<file path="src/rtl/mips_mc_pkg.sv">
// Shared types and encodings for the multi-cycle MIPS controller.
// State enum, opcode constants, datapath select encodings and the packed control word.
package mips_mc_pkg;

  typedef enum logic [3:0] {
    S_IDLE   = 4'd0,
    S_FETCH  = 4'd1,
    S_DECODE = 4'd2,
    S_MEMADR = 4'd3,
    S_MEMRD  = 4'd4,
    S_MEMWB  = 4'd5,
    S_MEMWR  = 4'd6,
    S_EXEC   = 4'd7,
    S_ALUWB  = 4'd8,
    S_BRANCH = 4'd9,
    S_JUMP   = 4'd10,
    S_ADDIEX = 4'd11,
    S_ADDIWB = 4'd12,
    S_TRAP   = 4'd15
  } state_t;

  localparam logic [5:0] OP_RTYPE = 6'd0;
  localparam logic [5:0] OP_J     = 6'd2;
  localparam logic [5:0] OP_BEQ   = 6'd4;
  localparam logic [5:0] OP_BNE   = 6'd5;
  localparam logic [5:0] OP_ADDI  = 6'd8;
  localparam logic [5:0] OP_LW    = 6'd35;
  localparam logic [5:0] OP_SW    = 6'd43;

  localparam logic [1:0] ALUOP_ADD   = 2'b00;
  localparam logic [1:0] ALUOP_SUB   = 2'b01;
  localparam logic [1:0] ALUOP_FUNCT = 2'b10;

  localparam logic [1:0] SRCB_REGB   = 2'b00;
  localparam logic [1:0] SRCB_FOUR   = 2'b01;
  localparam logic [1:0] SRCB_IMM    = 2'b10;
  localparam logic [1:0] SRCB_IMMSH2 = 2'b11;

  localparam logic [1:0] PCSRC_ALU    = 2'b00;
  localparam logic [1:0] PCSRC_ALUOUT = 2'b01;
  localparam logic [1:0] PCSRC_JUMP   = 2'b10;

  typedef struct packed {
    logic       mem_req;
    logic       iord;
    logic       mem_write;
    logic       ir_write;
    logic       pc_en;
    logic [1:0] pc_src;
    logic       alu_src_a;
    logic [1:0] alu_src_b;
    logic [1:0] alu_op;
    logic       reg_dst;
    logic       mem_to_reg;
    logic       reg_write;
    logic       instr_done;
    logic       trap;
  } ctrl_t;

endpackage

</file>
<file path="src/rtl/mc_output_decode.sv">
// Combinational state -> control-word map; zero latency.
// pc_en/ir_write/instr_done are gated by mem_ready or zero so waits hold everything else stable.
module mc_output_decode
  import mips_mc_pkg::*;
(
  input  state_t     state,
  input  logic [5:0] opcode,
  input  logic       zero,
  input  logic       mem_ready,
  output ctrl_t      ctrl
);

  always_comb begin
    ctrl = '0;
    case (state)
      S_FETCH: begin
        ctrl.mem_req   = 1'b1;
        ctrl.alu_src_b = SRCB_FOUR;
        ctrl.alu_op    = ALUOP_ADD;
        ctrl.pc_src    = PCSRC_ALU;
        ctrl.ir_write  = mem_ready;
        ctrl.pc_en     = mem_ready;
      end
      // branch target is computed speculatively while the opcode is decoded
      S_DECODE: begin
        ctrl.alu_src_b = SRCB_IMMSH2;
        ctrl.alu_op    = ALUOP_ADD;
      end
      S_MEMADR, S_ADDIEX: begin
        ctrl.alu_src_a = 1'b1;
        ctrl.alu_src_b = SRCB_IMM;
        ctrl.alu_op    = ALUOP_ADD;
      end
      S_MEMRD: begin
        ctrl.mem_req = 1'b1;
        ctrl.iord    = 1'b1;
      end
      S_MEMWB: begin
        ctrl.mem_to_reg = 1'b1;
        ctrl.reg_write  = 1'b1;
        ctrl.instr_done = 1'b1;
      end
      S_MEMWR: begin
        ctrl.mem_req    = 1'b1;
        ctrl.iord       = 1'b1;
        ctrl.mem_write  = 1'b1;
        ctrl.instr_done = mem_ready;
      end
      S_EXEC: begin
        ctrl.alu_src_a = 1'b1;
        ctrl.alu_src_b = SRCB_REGB;
        ctrl.alu_op    = ALUOP_FUNCT;
      end
      S_ALUWB: begin
        ctrl.reg_dst    = 1'b1;
        ctrl.reg_write  = 1'b1;
        ctrl.instr_done = 1'b1;
      end
      S_BRANCH: begin
        ctrl.alu_src_a  = 1'b1;
        ctrl.alu_src_b  = SRCB_REGB;
        ctrl.alu_op     = ALUOP_SUB;
        ctrl.pc_src     = PCSRC_ALUOUT;
        ctrl.instr_done = 1'b1;
        ctrl.pc_en      = (opcode == OP_BEQ) ? zero :
                          (opcode == OP_BNE) ? ~zero : 1'b0;
      end
      S_JUMP: begin
        ctrl.pc_src     = PCSRC_JUMP;
        ctrl.pc_en      = 1'b1;
        ctrl.instr_done = 1'b1;
      end
      S_ADDIWB: begin
        ctrl.reg_write  = 1'b1;
        ctrl.instr_done = 1'b1;
      end
      S_TRAP:  ctrl.trap = 1'b1;
      default: ctrl = '0;
    endcase
  end

endmodule

</file>
<file path="src/rtl/mips_multicycle_ctrl.sv">
// Multi-cycle MIPS controller: state register plus next-state logic; outputs decoded from state.
// Stalls indefinitely in FETCH/MEMRD/MEMWR until mem_ready; illegal opcodes park in TRAP until reset.
module mips_multicycle_ctrl
  import mips_mc_pkg::*;
#(
  parameter bit ADDI_EN = 1'b1
) (
  input  logic       clk,
  input  logic       rst_n,
  input  logic [5:0] opcode,
  input  logic       zero,
  input  logic       mem_ready,
  output logic       mem_req,
  output logic       iord,
  output logic       mem_write,
  output logic       ir_write,
  output logic       pc_en,
  output logic [1:0] pc_src,
  output logic       alu_src_a,
  output logic [1:0] alu_src_b,
  output logic [1:0] alu_op,
  output logic       reg_dst,
  output logic       mem_to_reg,
  output logic       reg_write,
  output logic       instr_done,
  output logic       trap,
  output logic [3:0] state_o
);

  state_t state_q, state_d;
  ctrl_t  ctrl;

  always_ff @(posedge clk or negedge rst_n) begin
    if (!rst_n) state_q <= S_IDLE;
    else        state_q <= state_d;
  end

  always_comb begin
    state_d = state_q;
    case (state_q)
      S_IDLE:  state_d = S_FETCH;
      S_FETCH: if (mem_ready) state_d = S_DECODE;
      S_DECODE: begin
        if (opcode == OP_RTYPE)                       state_d = S_EXEC;
        else if (opcode == OP_LW || opcode == OP_SW)  state_d = S_MEMADR;
        else if (opcode == OP_BEQ || opcode == OP_BNE) state_d = S_BRANCH;
        else if (opcode == OP_J)                      state_d = S_JUMP;
        else if (opcode == OP_ADDI && ADDI_EN)        state_d = S_ADDIEX;
        else                                          state_d = S_TRAP;
      end
      // opcode cannot change after DECODE; anything else here is a corrupted IR
      S_MEMADR: begin
        if (opcode == OP_LW)      state_d = S_MEMRD;
        else if (opcode == OP_SW) state_d = S_MEMWR;
        else                      state_d = S_TRAP;
      end
      S_MEMRD:  if (mem_ready) state_d = S_MEMWB;
      S_MEMWR:  if (mem_ready) state_d = S_FETCH;
      S_MEMWB:  state_d = S_FETCH;
      S_EXEC:   state_d = S_ALUWB;
      S_ALUWB:  state_d = S_FETCH;
      S_BRANCH: state_d = S_FETCH;
      S_JUMP:   state_d = S_FETCH;
      S_ADDIEX: state_d = S_ADDIWB;
      S_ADDIWB: state_d = S_FETCH;
      S_TRAP:   state_d = S_TRAP;
      default:  state_d = S_TRAP;
    endcase
  end

  mc_output_decode u_decode (
    .state     (state_q),
    .opcode    (opcode),
    .zero      (zero),
    .mem_ready (mem_ready),
    .ctrl      (ctrl)
  );

  assign mem_req    = ctrl.mem_req;
  assign iord       = ctrl.iord;
  assign mem_write  = ctrl.mem_write;
  assign ir_write   = ctrl.ir_write;
  assign pc_en      = ctrl.pc_en;
  assign pc_src     = ctrl.pc_src;
  assign alu_src_a  = ctrl.alu_src_a;
  assign alu_src_b  = ctrl.alu_src_b;
  assign alu_op     = ctrl.alu_op;
  assign reg_dst    = ctrl.reg_dst;
  assign mem_to_reg = ctrl.mem_to_reg;
  assign reg_write  = ctrl.reg_write;
  assign instr_done = ctrl.instr_done;
  assign trap       = ctrl.trap;
  assign state_o    = state_q;

endmodule

</file>
<file path="config.mk">
export PLATFORM = sky130hd
export DESIGN_NAME = mips_multicycle_ctrl
export DESIGN_NICKNAME = d
export VERILOG_FILES = /design/src/rtl/mips_mc_pkg.sv /design/src/rtl/mc_output_decode.sv /design/src/rtl/mips_multicycle_ctrl.sv
export SDC_FILE = /design/constraint.sdc
export NUM_CORES = 1
export LEC_CHECK = 0
export ABC_AREA = 1
export CAP_MARGIN = 20
export CORE_MARGIN = 3
export CORE_UTILIZATION = 37
export CTS_BUF_LIST = sky130_fd_sc_hd__clkbuf_8
export DETAILED_ROUTE_END_ITERATION = 6
export GPL_ROUTABILITY_DRIVEN = 1
export HOLD_SLACK_MARGIN = 0.12
export PLACE_DENSITY = 0.84
export SLEW_MARGIN = 20
export SYNTH_ARGS = -nofsm -noshare
export SYNTH_HDL_FRONTEND = slang
export SYNTH_HIERARCHICAL = 1
export SYNTH_SLANG_ARGS = --single-unit
</file>
<file path="constraint.sdc">
create_clock -name clk -period 1.18 [get_ports clk]
set_input_delay 0.236 -clock clk [delete_from_list [all_inputs] [get_ports clk]]
set_output_delay 0.236 -clock clk [all_outputs]
set_load 0.02 [all_outputs]
</file>
==> results of run 1 <==
through the flow:
step / std cells / setup slack [ps] / utilization (%) / area (sq um) / TNS (ps)
after floorplan: 128 / -121 / - / 701 / -574
after CTS: 206 / -303 / 86.2 / 1360 / -5360
after global placement: 195 / -796 / 74.8 / 1180 / -10370
after detailed placement: 195 / -801 / 74.8 / 1180 / -10850
what timing repair did:
| item | CTS |
|---|---|
| setup buffers | 8 |
| resized for setup | 137 |
| pin swaps | 11 |
| cloned | 0 |
| endpoints found under the setup margin | 25 |
kinds of logic after synthesis:
logic type | count (synthesis) | share of synthesized area (%)
compound gates | 4 | 3.90
buf+inv | 26 | 15.2
flops | 4 | 15.6
simple gates | 94 | 65.3
==> results.md, run 1 <==
* Unique cell type count in the Yosys netlist at 15
* Hpwl dp at between 1500 and 2000 um
* CTS Buf Count at 3
* IO buf count at 30
* CTS H-tree depth at 1
* Initial antenna violation count at 0
* Syn Nets at around 140
* Ys async rst share at between 90% and 100%
* Clock buffer depth at 2
* Post-synth EDFFs at 0
* Yosys Warn Count at 6
* Clock sinks at 4
* Syn Area/Cell at between 5 and 6 sq um
* CTS hold repair buffers at 0
* Failing step: 5_1_grt
* Chip width at 47.7 um
* Worst_ep grt: reg_dst
* Worst_ep kind: primary output
* Main area contributors after synthesis: nand2_1 21%, dfrtp_1 16%, nor2_1 15%, nand3_1 12%, inv_1 12%
* CTS Root Cell: clkbuf_8
* Largest net degree at the start of global routing at 7
* Register area share after synthesis at between 15 and 20%
* Dominant synthesized flop cell: dfrtp_1
* Leading area contributor after synthesis: nand2_1
* Post-Syn Area at 642 sq um
* # rows at 14
* Cells after synthesis at about 130
* Ports at 31
* Count leader, synth: nand2_1
* Run status: did not finish
* First Err: [ERROR DPL-0033] detailed placement checks failed during check placement.
* Top cells by count, synth: 36 x nand2_1, 26 x nor2_1, 20 x inv_1
* Die span in y at between 40 and 50 um
* FF+latch count, synth at 4
* Initial core utilization at around 40%
* RePlAce Congestion at approximately 0.95
* Post-synth top area share at 21.1%
==> run 2: changes to the inputs <==
- CORE_AREA: not set -> 3 3 64 66
- CORE_MARGIN: 3 -> not set
- CORE_UTILIZATION: 37 -> not set
- CTS_BUF_LIST: sky130_fd_sc_hd__clkbuf_8 -> not set
- DIE_AREA: not set -> 0 0 67 69
- HOLD_SLACK_MARGIN: 0.12 -> not set
- PLACE_DENSITY: 0.84 -> not set
- PLACE_DENSITY_LB_ADDON: not set -> 0.15
- clock period: 1.18 -> 1.53 ns (I/O delays scaled with it)
==> results.md, run 2 <==
* Initial core utilization at 17.7% (was 40.7%)
* Critical Path Start Type: flop
* Largest net degree at the start of global routing at 8
* Yosys Warn Count at 6 (unchanged)
* Ports at 31 (unchanged)
* N_diodes at 0
* Vias in the first global route at roughly 850
* Crit-path max cell delay at 470 ps
* PwrDens at about 2000 mW/mm^2
* Slew @ Worst Pin at around 250 ps
* Routed WL at between 2000 and 2500 um
* Minimum clock period at between 1500 and 2000 ps
* Top cell by count, worst path: buf_4
* Unique cell type count in the Yosys netlist at 15 (unchanged)
* Worst path cell trace: buf_4 -> nor2_4 -> inv_1 -> nor2_1 -> buf_4
* Max-cap violations at 0
* Hpwl dp at 1800 um (was 1900 um)
* Slew headroom at 83.2%
* Core box area at 0.00363 sq mm
* Top cells by count, synth: 36 x nand2_1, 26 x nor2_1, 20 x inv_1 (unchanged)
* Cells after synthesis at 128 (unchanged)
* Final Cycle Share at 102%
* RePlAce Congestion at 0.803 (was 0.953)
* Most common cell after layout, fill and taps aside: nand2_1
* Ys async rst share at 100% (unchanged)
* Max Freq at between 600 and 700 MHz
* CTS hold repair buffers at 0 (unchanged)
* Peak supply drop at 522 uV
* CTS Root Cell: clkbuf_8 (unchanged)
* Setup WS post-layout at -32.9 ps
* CTS H-tree depth at 1 (unchanged)
* CP arrival at between 1000 and 1500 ps
* Vias after detailed routing at roughly 890
* Syn Nets at 138 (unchanged)
* Worst r2r src: state_o[3]$_DFFE_PN0P_
* Die span in y at 69 um (was 47.7 um)
* Slowest-stage cell, CP: dfrtp_2
* Place WS at -582 ps (was -801 ps)
* DP Area at 0.00115 sq mm (was 0.00118 sq mm)
* Initial antenna violation count at 0
* Dominant synthesized flop cell: dfrtp_1 (unchanged)
* Post-Layout Cell Count at 228
* Nets@finish at approximately 190
* Slew Viols, Final at 0
* R2R depth at 8
* Share of layout cells above drive strength 1 at around two fifths
* Drt pass-1 iters at 2
* Crit Path Category: reg -> out
* Commonest cells after routing, fill and taps aside: 34 x nand2_1, 28 x buf_4, 24 x nor2_1, 17 x inv_1, 15 x nand3_1
* Post-synth EDFFs at 0 (unchanged)
* First-pass GRT wire length at 3360 um
* RSZ-0062 raised after global routing: yes
* Antenna-violating nets left at 0
* Clock Pin Slew Worst Setup and Hold Paths at 30 ps
* Clock buffer depth at 2 (unchanged)
* Die ar. at about 0.0046 sq mm
* Hold Path Class: in -> async
* Chip width at 67 um (was 47.7 um)
* FF+latch count, synth at 4 (unchanged)
* Max FO, Critical Path at 6
* Run status: finished, violations left (was did not finish)
* Clock sinks at 4 (unchanged)
* CP top delay family: flip-flops
* CTS Buf Count at 3 (unchanged)
* Failing checks: setup timing
* IO buf count at 30 (unchanged)
* Count leader, synth: nand2_1 (unchanged)
* Post-synth top area share at 21.1% (unchanged)
* Final Skew at between 1.5 and 2 ps
* Avg WL per Cell at 9.18 um
* FF-to-FF End: state_o[2]$_DFFE_PN0P_
* Via-per-instance ratio at between 3 and 4
* Total grt overflow at 0
* Gr usage total at between 8 and 9%
* Main area contributors after synthesis: nand2_1 21%, dfrtp_1 16%, nor2_1 15%, nand3_1 12%, inv_1 12% (unchanged)
* Syn Area/Cell at 5.01 sq um (unchanged)
* Final Cell Area at ~0.0012 sq mm
* Leading area contributor after synthesis: nand2_1 (unchanged)
* Worst path bufs/invs at 3
* TritonCTS clock tree: done
* Worst endpoint required time at ~1200 ps
* R2r setup slk at between 150 and 200 ps
* Final hold violations at 0
* Register area share after synthesis at 15.6% (unchanged)
* Max reg flops at 4
* Post-Syn Area at 642 sq um (unchanged)
* 1st-iter DRT viols at 21
* Clk_lat worst skew at ~210 ps
* P_leak at approximately 0.71 nW
* # rows at 22 (was 14)
* Dpl cells at 224 (was 195)
* Worst Setup End Kind: primary output
* Residual DRC at 0
* Synth-to-Final Area Change at 88.1%
* Setup violations, final at 2
==> run 2: through the flow <==
step	power, mW	hold slack (ps)	TNS [ps]	util [%]
finish	2.42	293	-34.7	33.2
global route	2.65	291	-567	33.2
CTS	2.32	294	-681	32.0
detailed placement	2.21	521	-4850	31.7
global placement	2.22	512	-4770	31.7
floorplan	1.37	10.4	0	-
==> run 2: cell type report <==
type	count	area (sq um)
fillers	419	2430
multi-input cells	98	494
repair buffers	49	404
flip-flops and latches	4	105
inverters	26	103
well taps	48	60.1
clock buffers	3	41.3
==> run 2: logic make-up (layout without fill, tap and decap cells) <==
logic type | Yosys count | in the layout | share of synthesized area, %
and+or+nand+nor | 94 | 94 | 65.3
DFF | 4 | 4 | 15.6
buffers and inverters | 26 | 78 | 15.2
AOI/OAI and AO/OA | 4 | 4 | 3.90
==> run 2: where the power goes <==
part	total [mW]	leakage, nW	switching, mW	internal, mW
clock network	0.217	0.0216	0.0494	0.167
logic	1.91	0.646	1.14	0.771
registers	0.293	0.0432	0.118	0.175
total	2.42	0.711	1.31	1.11
==> run 2: worst max-delay path by stage <==
stage	endpoint	from	depth (start not counted)
after floorplan	instr_done	state_o[3]$_DFFE_PN0P_	5
after global placement	pc_en	opcode[5]	6
after detailed placement	pc_en	opcode[5]	6
after CTS	alu_op[0]	state_o[2]$_DFFE_PN0P_	5
after global routing	pc_en	state_o[0]$_DFFE_PN0P_	8
final	reg_dst	state_o[1]$_DFFE_PN0P_	5
==> run 2: per-layer routing <==
layer  global-route usage, %  vias up  routed length, um  share of wire, %
li1                        -      497                  -                 -
met1                    9.66      366                889                42
met2                    15.8       24               1050                50
met3                    2.93        4                129               6.2
met4                    2.70        0                 24               1.1
met5                       0        -                  0                 0
==> run 2: timing repair <==
item,in CTS,in global routing
gates resized for setup,74,32
setup endpoints to repair,21,17
pin swaps,1,7
buffers inserted,1,0
Power figures use the tool's default switching activity.
